[src/rtl/mem_bus_arbiter_pkg.sv]
// Shared encodings for the IF/MEM external bus arbiter.
// Holds the pipeline-wide constants that the arbiter reuses.
package mem_bus_arbiter_pkg;

    localparam logic RstEnable    = 1'b1;
    localparam logic WriteEnable  = 1'b1;
    localparam logic WriteDisable = 1'b0;
    localparam int   RegBus       = 32;
    localparam logic [RegBus-1:0] ZeroWord = '0;

    typedef enum logic [1:0] {
        ARB_IDLE     = 2'd0,
        ARB_BUSY_IF  = 2'd1,
        ARB_BUSY_MEM = 2'd2
    } arb_state_t;

    // Watchdog counter width: enough to hold the limit, clamped to 8..16 bits.
    function automatic int wd_cnt_w(input int limit);
        int w;
        w = $clog2(limit + 1);
        if (w < 8)  w = 8;
        if (w > 16) w = 16;
        return w;
    endfunction

endpackage

[src/rtl/mem_bus_arbiter_bus_watchdog.sv]
// Bus watchdog: counts cycles spent in a bus transaction, flags expiry at the limit.
// Latency: expiry is combinational from the count; backpressure: none, clear/busy only.
`ifdef BUS_TIMEOUT_EN
module bus_watchdog
    import mem_bus_arbiter_pkg::*;
#(
    parameter int TIMEOUT_CYCLES = 255
) (
    input  logic clk,
    input  logic rst,
    input  logic i_clr,
    input  logic i_busy,
    output logic o_expired
);

    localparam int CNT_W = wd_cnt_w(TIMEOUT_CYCLES);

    logic [CNT_W-1:0] r_cnt;

    always_ff @(posedge clk) begin
        if (rst == RstEnable || i_clr || !i_busy) begin
            r_cnt <= '0;
        end else begin
            r_cnt <= r_cnt + 1'b1;
        end
    end

    // The count is zero in the first busy cycle, so the limit-th busy cycle sees LIMIT-1.
    assign o_expired = i_busy && (r_cnt == CNT_W'(TIMEOUT_CYCLES - 1));

endmodule
`endif

[src/rtl/mem_bus_arbiter.sv]
// Shares one external memory port between IF and MEM (MEM priority), registered req/ack.
// Latency 2 cycles with a zero-wait slave; requesters are held off via stallreq_*_o.
// Optional bus timeout watchdog under BUS_TIMEOUT_EN (bus_err_o tied low otherwise).
module mem_bus_arbiter
    import mem_bus_arbiter_pkg::*;
#(
    parameter int ADDR_W         = 32,
    parameter int DATA_W         = RegBus,
    parameter int TIMEOUT_CYCLES = 255
) (
    input  logic                clk,
    input  logic                rst,
    input  logic                if_req_i,
    input  logic [ADDR_W-1:0]   if_addr_i,
    output logic [DATA_W-1:0]   if_rdata_o,
    output logic                if_ack_o,
    input  logic                mem_req_i,
    input  logic                mem_we_i,
    input  logic [ADDR_W-1:0]   mem_addr_i,
    input  logic [DATA_W-1:0]   mem_wdata_i,
    input  logic [DATA_W/8-1:0] mem_sel_i,
    output logic [DATA_W-1:0]   mem_rdata_o,
    output logic                mem_ack_o,
    output logic                stallreq_if_o,
    output logic                stallreq_mem_o,
    output logic                bus_cyc_o,
    output logic                bus_stb_o,
    output logic                bus_we_o,
    output logic [ADDR_W-1:0]   bus_addr_o,
    output logic [DATA_W-1:0]   bus_wdata_o,
    output logic [DATA_W/8-1:0] bus_sel_o,
    input  logic [DATA_W-1:0]   bus_rdata_i,
    input  logic                bus_ack_i,
    output logic                bus_err_o
);

    localparam int SEL_W = DATA_W / 8;

    arb_state_t          r_state;
    logic                r_bus_cyc;
    logic                r_bus_stb;
    logic                r_bus_we;
    logic [ADDR_W-1:0]   r_bus_addr;
    logic [DATA_W-1:0]   r_bus_wdata;
    logic [SEL_W-1:0]    r_bus_sel;
    logic                r_if_ack;
    logic                r_mem_ack;
    logic [DATA_W-1:0]   r_if_rdata;
    logic [DATA_W-1:0]   r_mem_rdata;

    logic                w_if_req;
    logic                w_mem_req;
    logic                w_timeout;
    logic                w_done;
    logic [DATA_W-1:0]   w_rdata;

    // A source's own ack cycle masks its still-held request so it is not re-issued.
    assign w_if_req  = if_req_i  & ~r_if_ack;
    assign w_mem_req = mem_req_i & ~r_mem_ack;

`ifdef BUS_TIMEOUT_EN
    logic w_busy;
    logic w_grant;
    logic w_expired;
    logic r_bus_err;

    assign w_busy    = (r_state != ARB_IDLE);
    assign w_grant   = (r_state == ARB_IDLE) && (w_mem_req || w_if_req);
    assign w_timeout = w_expired & ~bus_ack_i;
    assign bus_err_o = r_bus_err;

    bus_watchdog #(
        .TIMEOUT_CYCLES (TIMEOUT_CYCLES)
    ) u_bus_watchdog (
        .clk       (clk),
        .rst       (rst),
        .i_clr     (w_grant),
        .i_busy    (w_busy),
        .o_expired (w_expired)
    );
`else
    assign w_timeout = 1'b0;
    assign bus_err_o = 1'b0;
`endif

    assign w_done  = bus_ack_i | w_timeout;
    assign w_rdata = (bus_ack_i && r_bus_we == WriteDisable) ? bus_rdata_i : DATA_W'(ZeroWord);

    always_ff @(posedge clk) begin
        if (rst == RstEnable) begin
            r_state     <= ARB_IDLE;
            r_bus_cyc   <= 1'b0;
            r_bus_stb   <= 1'b0;
            r_bus_we    <= WriteDisable;
            r_bus_addr  <= '0;
            r_bus_wdata <= DATA_W'(ZeroWord);
            r_bus_sel   <= '0;
            r_if_ack    <= 1'b0;
            r_mem_ack   <= 1'b0;
            r_if_rdata  <= DATA_W'(ZeroWord);
            r_mem_rdata <= DATA_W'(ZeroWord);
`ifdef BUS_TIMEOUT_EN
            r_bus_err   <= 1'b0;
`endif
        end else begin
            r_if_ack  <= 1'b0;
            r_mem_ack <= 1'b0;
`ifdef BUS_TIMEOUT_EN
            r_bus_err <= 1'b0;
`endif
            case (r_state)
                ARB_IDLE: begin
                    if (w_mem_req) begin
                        r_state     <= ARB_BUSY_MEM;
                        r_bus_cyc   <= 1'b1;
                        r_bus_stb   <= 1'b1;
                        r_bus_we    <= mem_we_i;
                        r_bus_addr  <= mem_addr_i;
                        r_bus_wdata <= mem_wdata_i;
                        r_bus_sel   <= mem_sel_i;
                    end else if (w_if_req) begin
                        r_state     <= ARB_BUSY_IF;
                        r_bus_cyc   <= 1'b1;
                        r_bus_stb   <= 1'b1;
                        r_bus_we    <= WriteDisable;
                        r_bus_addr  <= if_addr_i;
                        r_bus_wdata <= DATA_W'(ZeroWord);
                        r_bus_sel   <= '1;
                    end
                end
                ARB_BUSY_IF, ARB_BUSY_MEM: begin
                    if (w_done) begin
                        r_state   <= ARB_IDLE;
                        r_bus_cyc <= 1'b0;
                        r_bus_stb <= 1'b0;
                        r_bus_we  <= WriteDisable;
`ifdef BUS_TIMEOUT_EN
                        r_bus_err <= w_timeout;
`endif
                        if (r_state == ARB_BUSY_IF) begin
                            r_if_ack   <= 1'b1;
                            r_if_rdata <= w_rdata;
                        end else begin
                            r_mem_ack   <= 1'b1;
                            r_mem_rdata <= w_rdata;
                        end
                    end
                end
                default: r_state <= ARB_IDLE;
            endcase
        end
    end

    assign bus_cyc_o      = r_bus_cyc;
    assign bus_stb_o      = r_bus_stb;
    assign bus_we_o       = r_bus_we;
    assign bus_addr_o     = r_bus_addr;
    assign bus_wdata_o    = r_bus_wdata;
    assign bus_sel_o      = r_bus_sel;
    assign if_ack_o       = r_if_ack;
    assign if_rdata_o     = r_if_rdata;
    assign mem_ack_o      = r_mem_ack;
    assign mem_rdata_o    = r_mem_rdata;
    assign stallreq_if_o  = if_req_i  & ~r_if_ack;
    assign stallreq_mem_o = mem_req_i & ~r_mem_ack;

endmodule
[config.mk]
export PLATFORM = sky130hd
export DESIGN_NAME = mem_bus_arbiter
export DESIGN_NICKNAME = d
export VERILOG_FILES = /design/src/rtl/mem_bus_arbiter_pkg.sv /design/src/rtl/mem_bus_arbiter_bus_watchdog.sv /design/src/rtl/mem_bus_arbiter.sv
export SDC_FILE = /design/constraint.sdc
export NUM_CORES = 1
export LEC_CHECK = 0
export BUFFER_PORTS_ARGS = -buffer_cell sky130_fd_sc_hd__buf_2
export CELL_PAD_IN_SITES_DETAIL_PLACEMENT = 2
export CELL_PAD_IN_SITES_GLOBAL_PLACEMENT = 2
export CORE_ASPECT_RATIO = 1.5
export CORE_MARGIN = 8
export CORE_UTILIZATION = 28
export CTS_CLUSTER_SIZE = 28
export DETAILED_ROUTE_END_ITERATION = 10
export HOLD_SLACK_MARGIN = 0.05
export PLACE_DENSITY = 0.91
export SLEW_MARGIN = 20
export SYNTH_ARGS = -nofsm -noshare
export SYNTH_HDL_FRONTEND = slang
export SYNTH_SLANG_ARGS = --single-unit
[constraint.sdc]
create_clock -name clk -period 3.3 [get_ports clk]
set_clock_uncertainty 0.15 [all_clocks]
set_input_delay 0.165 -clock clk [delete_from_list [all_inputs] [get_ports clk]]
set_output_delay 0.165 -clock clk [all_outputs]
set_load 0.03 [all_outputs]
; Word-level counts from Yosys, hierarchy flattened
; Cells that the tools add are included.
[op_classes]
eq_ne = 4
n_shift = 0
mul = 0
n_bitwise = 8
n_reduce_logical = 11
n_div = 0
order_cmp = 0
n_addsub = 0
n_mux = 20
[op_table]
columns = operator, n
row1 = 2-to-1 mux 32 bit, 5
row2 = AND reduction 3 bit, 3
row3 = 2-to-1 mux 4 bit, 2
row4 = 2-to-1 mux 1 bit, 7
row5 = 2-to-1 mux 2 bit, 3
row6 = NOT 1 bit, 6
row7 = case mux 1 bit (2 select lines), 2
row8 = case mux 2 bit (2 select lines), 1
row9 = AND reduction 2 bit, 2
row10 = nonzero test 2 bit, 2
row11 = "!= test 3 bit, second input constant", 1
row12 = OR reduction 3 bit, 1
row13 = AND 1 bit, 2
row14 = "equality test 2 x 1 -> 1 bit, second input constant", 1
row15 = "equality test 2 bit, second input constant", 1
row16 = logical NOT 2 bit, 1
row17 = "!= test 2 bit, second input constant", 1
row18 = OR reduction 2 bit, 1
row19 = logical AND 1 bit, 1
[word_totals]
ff_bits = 138
in_bits = 138
word_cells = 53
out_inout_bits = 140
mem_count = 0
mem_bits_ro = 0
latchBits = 0
mem_bits_rw = 0

; Longest topological paths before layout
[depth]
ltp_word = 5
depth_mapped = 7
ltp_nobuf = 5

; Least setup slack after synthesis
; No wires, ideal clock.
[synth_timing]
kind = flip-flop to flip-flop
start = reg r_mem_ack, in the netlist mem_ack_o
end = reg r_bus_addr[11], in the netlist bus_addr_o[11]
stages_incl_launch_ff = 7
arrival_time_ns = 1.442
synth_period_minus_slack_ns = 1.717
path_slack_ns = 1.583
n_path_buf = 2
setup_time_ns = 0.125
required_time_ns = 3.025
path_cell_list = dfxtp_1 nand2b_1 buf_6 inv_4 o211ai_2 clkbuf_4 o22ai_2
[synth_between]
elab_chain_cells = 4
word_cells_on_any_way = 5
cone_classes = mux (1) / bitwise (2) / reduce/logical (2)
[synth_lines]
columns = element, line_no
row1 = start: declaration, mem_bus_arbiter.sv:47  ; logic r_mem_ack;
row2 = start signal: assignment, mem_bus_arbiter.sv:99  ; r_mem_ack <= 1'b0;
row3 = start signal: assignment, mem_bus_arbiter.sv:107  ; r_mem_ack <= 1'b0;
row4 = start signal: assignment, mem_bus_arbiter.sv:144  ; r_mem_ack <= 1'b1;
row5 = NOT 1 bit (*), -
row6 = AND 1 bit (*), -
row7 = via stallreq_mem_o, mem_bus_arbiter.sv:25  ; output logic stallreq_mem_o,
row8 = nonzero test 2 bit (no line), -
row9 = AND reduction 2 bit (no line), -
row10 = end signal: assignment, mem_bus_arbiter.sv:118  ; r_bus_addr <= mem_addr_i;
row11 = end signal: assignment, mem_bus_arbiter.sv:126  ; r_bus_addr <= if_addr_i;
row12 = end: declaration, mem_bus_arbiter.sv:43  ; logic [ADDR_W-1:0] r_bus_addr;
; Mark *: on every way through the listed nets, which the timed path passes. The rest lies on a longest branch.
; A chain may end at the register's enable or synchronous reset.

; Worst setup path in the final report
[layout_timing]
start = reg r_state[0]
end = reg r_mem_rdata[5], in the netlist mem_rdata_o[5]
[layout_between]
elab_chain_cells = 3
word_cells_on_any_way = 5
cone_classes = eq/ne (2) / bitwise (1) / reduce/logical (2)
[layout_lines]
columns = element, line_no
row1 = start: declaration, mem_bus_arbiter.sv:39  ; arb_state_t r_state;
row2 = start signal: assignment, mem_bus_arbiter.sv:91  ; r_state <= ARB_IDLE;
row3 = start signal: assignment, mem_bus_arbiter.sv:114  ; r_state <= ARB_BUSY_MEM;
row4 = start signal: assignment, mem_bus_arbiter.sv:122  ; r_state <= ARB_BUSY_IF;
row5 = equality test 2 x 1 -> 1 bit / equality test 2 bit (equally long branches), "mem_bus_arbiter.sv:111, mem_bus_arbiter.sv:140"
row6 = OR reduction 2 bit / NOT 1 bit (equally long branches), -
row7 = AND reduction 3 bit (no line) (*), -
row8 = end signal: assignment, mem_bus_arbiter.sv:101  ; r_mem_rdata <= DATA_W'(ZeroWord);
row9 = end signal: assignment, mem_bus_arbiter.sv:145  ; r_mem_rdata <= w_rdata;
row10 = end: declaration, mem_bus_arbiter.sv:49  ; logic [DATA_W-1:0] r_mem_rdata;
; Mark *: on every way between the ends. The rest lies on a longest branch, timed or not.

==> impl_metrics.py <==
metrics = {
    "timing": {
        "setup_viol": 0,
        "fin_crit_sh_pct": 78.5,
        "holdWs_ps": 82.3,
        "min_period_ps": 2590,
        "tns_ps": 0,
        "worst_slew_pin_slew_ps": 775,
        "maxSlewHeadroom_pct": 48.3,
        "final_hold_viol_count": 0,
        "rsz0062_at_grt": "no",
        "worst_slack_ps": 711,
        "slew_violations": 0,
        "fmax_ghz": 0.386,
    },
    "yosys": {
        "postSynth.asyncResetShare_pct": 0,
        "synth-edff-count": 0,
        "synth_cell_types": 35,
        "syn_inst": 563,
        "synthesis.nets": 704,
        "syn_area_sq_um": 5540,
        "synth.avg_cell_area_sq_um": 9.83,
        "synth_flop_cell": "dfxtp_1",
        "yosysSeqAreaShare_pct": 49.9,
        "yosysWarnings": 0,
        "synth.ff_latch_count": 138,
    },
    "final_layout": {
        "final_cells": 1227,
        "layout-drive-gt1-share_pct": 37.5,
        "nNetsFinal": 1091,
        "fillers": 2099,
        "area_delta_synth_final_pct": 63.0,
        "final_core_util_pct": 46.1,
    },
    "worst_setup_path": {
        "crit_path_max_fanout": 32,
        "max_stage_delay_ps": 580,
        "worst-path-buf-inv": 3,
        "worstPathRequired_ps": 3500,
        "crit_slowest_cell": "dlygate4sd3_1",
        "start_kind": "flip-flop",
        "cp.arrival_ps": 2790,
        "critPathCaptureType": "flip-flop",
        "critPathKind": "reg2reg",
        "path_cells": "inv_1 > ha_1 > and3b_1 > buf_4 > nand3_1 > a21oi_1 > dlygate4sd3_1",
        "path_delay_family": "buffers and inverters",
    },
    "routing": {
        "ant_nets": 0,
        "via_count": 6325,
        "drc": 0,
        "routed_wire_length_per_instance_microns": 26.0,
        "drt-initial-drc-count": 345,
        "via_per_inst": 5.15,
        "drtPass1Iterations": 4,
        "routed_wl_mm": 31.9,
    },
    "cts": {
        "clk_latency_ps": 420,
        "clock-root-buffer": "clkbuf_16",
        "clk_pin_slew_worst_paths_ps": 70,
        "cts_sinks": 138,
        "cts-buffers-inserted": 17,
        "cts_buffer_depth": 2,
        "cts_tree": "built",
        "h-tree-depth": 4,
        "cts_resized": 0,
    },
    "status": {
        "status": "complete, no violations",
    },
    "power_and_ir_drop": {
        "p_leak_uw": 0.00401,
        "vdd_drop_max_mv": 0.276,
        "powerDensity_nw_per_um2": 570,
    },
    "global_route": {
        "overflow": 0,
        "grtUsageTotal_pct": 25.1,
        "grt_max_degree": 70,
        "antenna_found_initial": 4,
        "grt_pass1_vias": 7347,
        "grt_pass1_wl_mm": 46.3,
    },
    "flow_run": {
        "cap_violations": 0,
    },
    "worst_hold_path": {
        "hp-class": "in2reg",
    },
    "placed_design": {
        "dp_cells": 1053,
        "numPortBuffers": 276,
        "dp_hpwl_mm": 16.9,
        "post-place-ws_ps": 977,
        "gp_congestion": 0.764,
    },
    "floorplanning": {
        "die_h_microns": 188,
        "io_pins": 278,
        "start_util_pct": 28.3,
        "dieArea_sq_um": 24600,
        "dieWidth_microns": 131,
        "row_count": 63,
        "fp.coreArea_sq_um": 19500,
    },
}
## Yosys cell counts, types with 2 or more instances
cell / count / area (sq um)
ha_1: 3 / 37.5
o22ai_1: 2 / 12.5
o22ai_2: 30 / 375
o221a_1: 4 / 45.0
a31oi_1: 2 / 12.5
mux2i_1: 32 / 320
buf_6: 5 / 56.3
inv_1: 4 / 15.0
a32o_1: 33 / 330
nand2_1: 99 / 372
nand3b_1: 3 / 22.5
nor3_1: 2 / 10.0
o211ai_1: 2 / 15.0
buf_2: 18 / 90.1
nor2b_1: 3 / 18.8
nand3_1: 33 / 165
nand2b_1: 2 / 12.5
nand4b_1: 33 / 289
buf_4: 5 / 37.5
clkbuf_1: 30 / 113
dfxtp_1: 138 / 2760
buf_1: 2 / 7.51
a21oi_1: 66 / 330
## power by group
group / internal, uW / total, uW / switching, uW
sequential: 1810 / 1910 / 103
clock: 1050 / 1880 / 828
combinational: 475 / 1350 / 880
total: 3330 / 5140 / 1810
## cells by family (layout without fill, tap and decap cells)
family,count (synthesis),in the layout,synth area share (%)
multiplexers,32,32,5.79
other,1,5,0.0677
flip-flops,138,138,49.9
AO/OA/AOI/OAI,144,144,21.0
buffers and inverters,67,467,6.08
AND/OR/NAND/NOR,178,178,16.4
adder cells (fa/ha/maj),3,3,0.678
## metrics by stage
stage	cell area [sq um]	total power (uW)
after global routing	9020	5310
final	9020	5140
after global placement	7060	3000
after floorplan	5540	2660
after detailed placement	7060	3040
after CTS	9010	5070
## worst register-to-register path: stages, from the launching register on
cell           delay (ps)
dfxtp_1               400
inv_1                  70
ha_1                  410
and3b_1               210
buf_4                 370
nand3_1               180
a21oi_1               180
dlygate4sd3_1         580
## final timing paths
| path | start | endpoint | slack (ps) | depth (start not counted) |
|---|---|---|---|---|
| hold reg to reg | if_rdata_o[6]$_SDFFE_PP0P_ | if_rdata_o[6]$_SDFFE_PP0P_ | 300 | 2 |
| setup / recovery | r_state[0]$_SDFFE_PP0P_ | mem_rdata_o[5]$_SDFFE_PP0P_ | 710 | 7 |
| setup reg to reg | r_state[0]$_SDFFE_PP0P_ | mem_rdata_o[5]$_SDFFE_PP0P_ | 710 | 7 |
| hold / removal | bus_ack_i | if_rdata_o[6]$_SDFFE_PP0P_ | 80 | 3 |
## timing repair
action | 4_1_cts | 5_1_grt
hold buffers | 138 | 0
hold endpoints to repair | 137 | 0
setup buffers | 0 | 0
endpoints found under the setup margin | 0 | 0
## layout by cell type, fill, tap and decap left out, drive strengths merged, types with 3 or more instances in the layout
cell,synthesis,layout
a21oi,66,66
a32o,33,33
buf,30,291
clkbuf,31,17
clkinv,0,9
dfxtp,138,138
diode,0,4
dlygate4sd3,0,138
ha,3,3
inv,6,10
mux2i,32,32
nand2,99,99
nand3,33,33
nand3b,3,3
nand4b,33,33
nor2b,3,3
o211ai,3,3
o221a,4,4
o22ai,32,32
## sequential cells by signal, summed over array words and instances, names as in the netlist
| register | flops |
|---|---|
| r_state | 2 |
| mem_rdata_o | 32 |
| bus_stb_o | 1 |
| bus_wdata_o | 32 |
| bus_addr_o | 32 |
| bus_sel_o | 4 |
| if_rdata_o | 32 |
| if_ack_o | 1 |
| bus_we_o | 1 |
| mem_ack_o | 1 |
## layout make-up
cell class	count	area [sq um]	share of cell area [%]
clock inverter	15	143	1.58
tap	260	325	3.61
multi-input combinational	358	2450	27.2
inverter	6	25.0	0.277
sequential	138	2760	30.6
timing repair buffer	429	2880	31.9
antenna	4	10.0	0.111
clock buffer	17	425	4.72
## per-layer routing
layer,wire length [microns],global-route usage [%]
met5,0,0
met4,1620,13.6
met3,1650,5.49
met2,18100,47.5
met1,10500,24.0
Note: power is estimated with default switching activity, not from simulation.
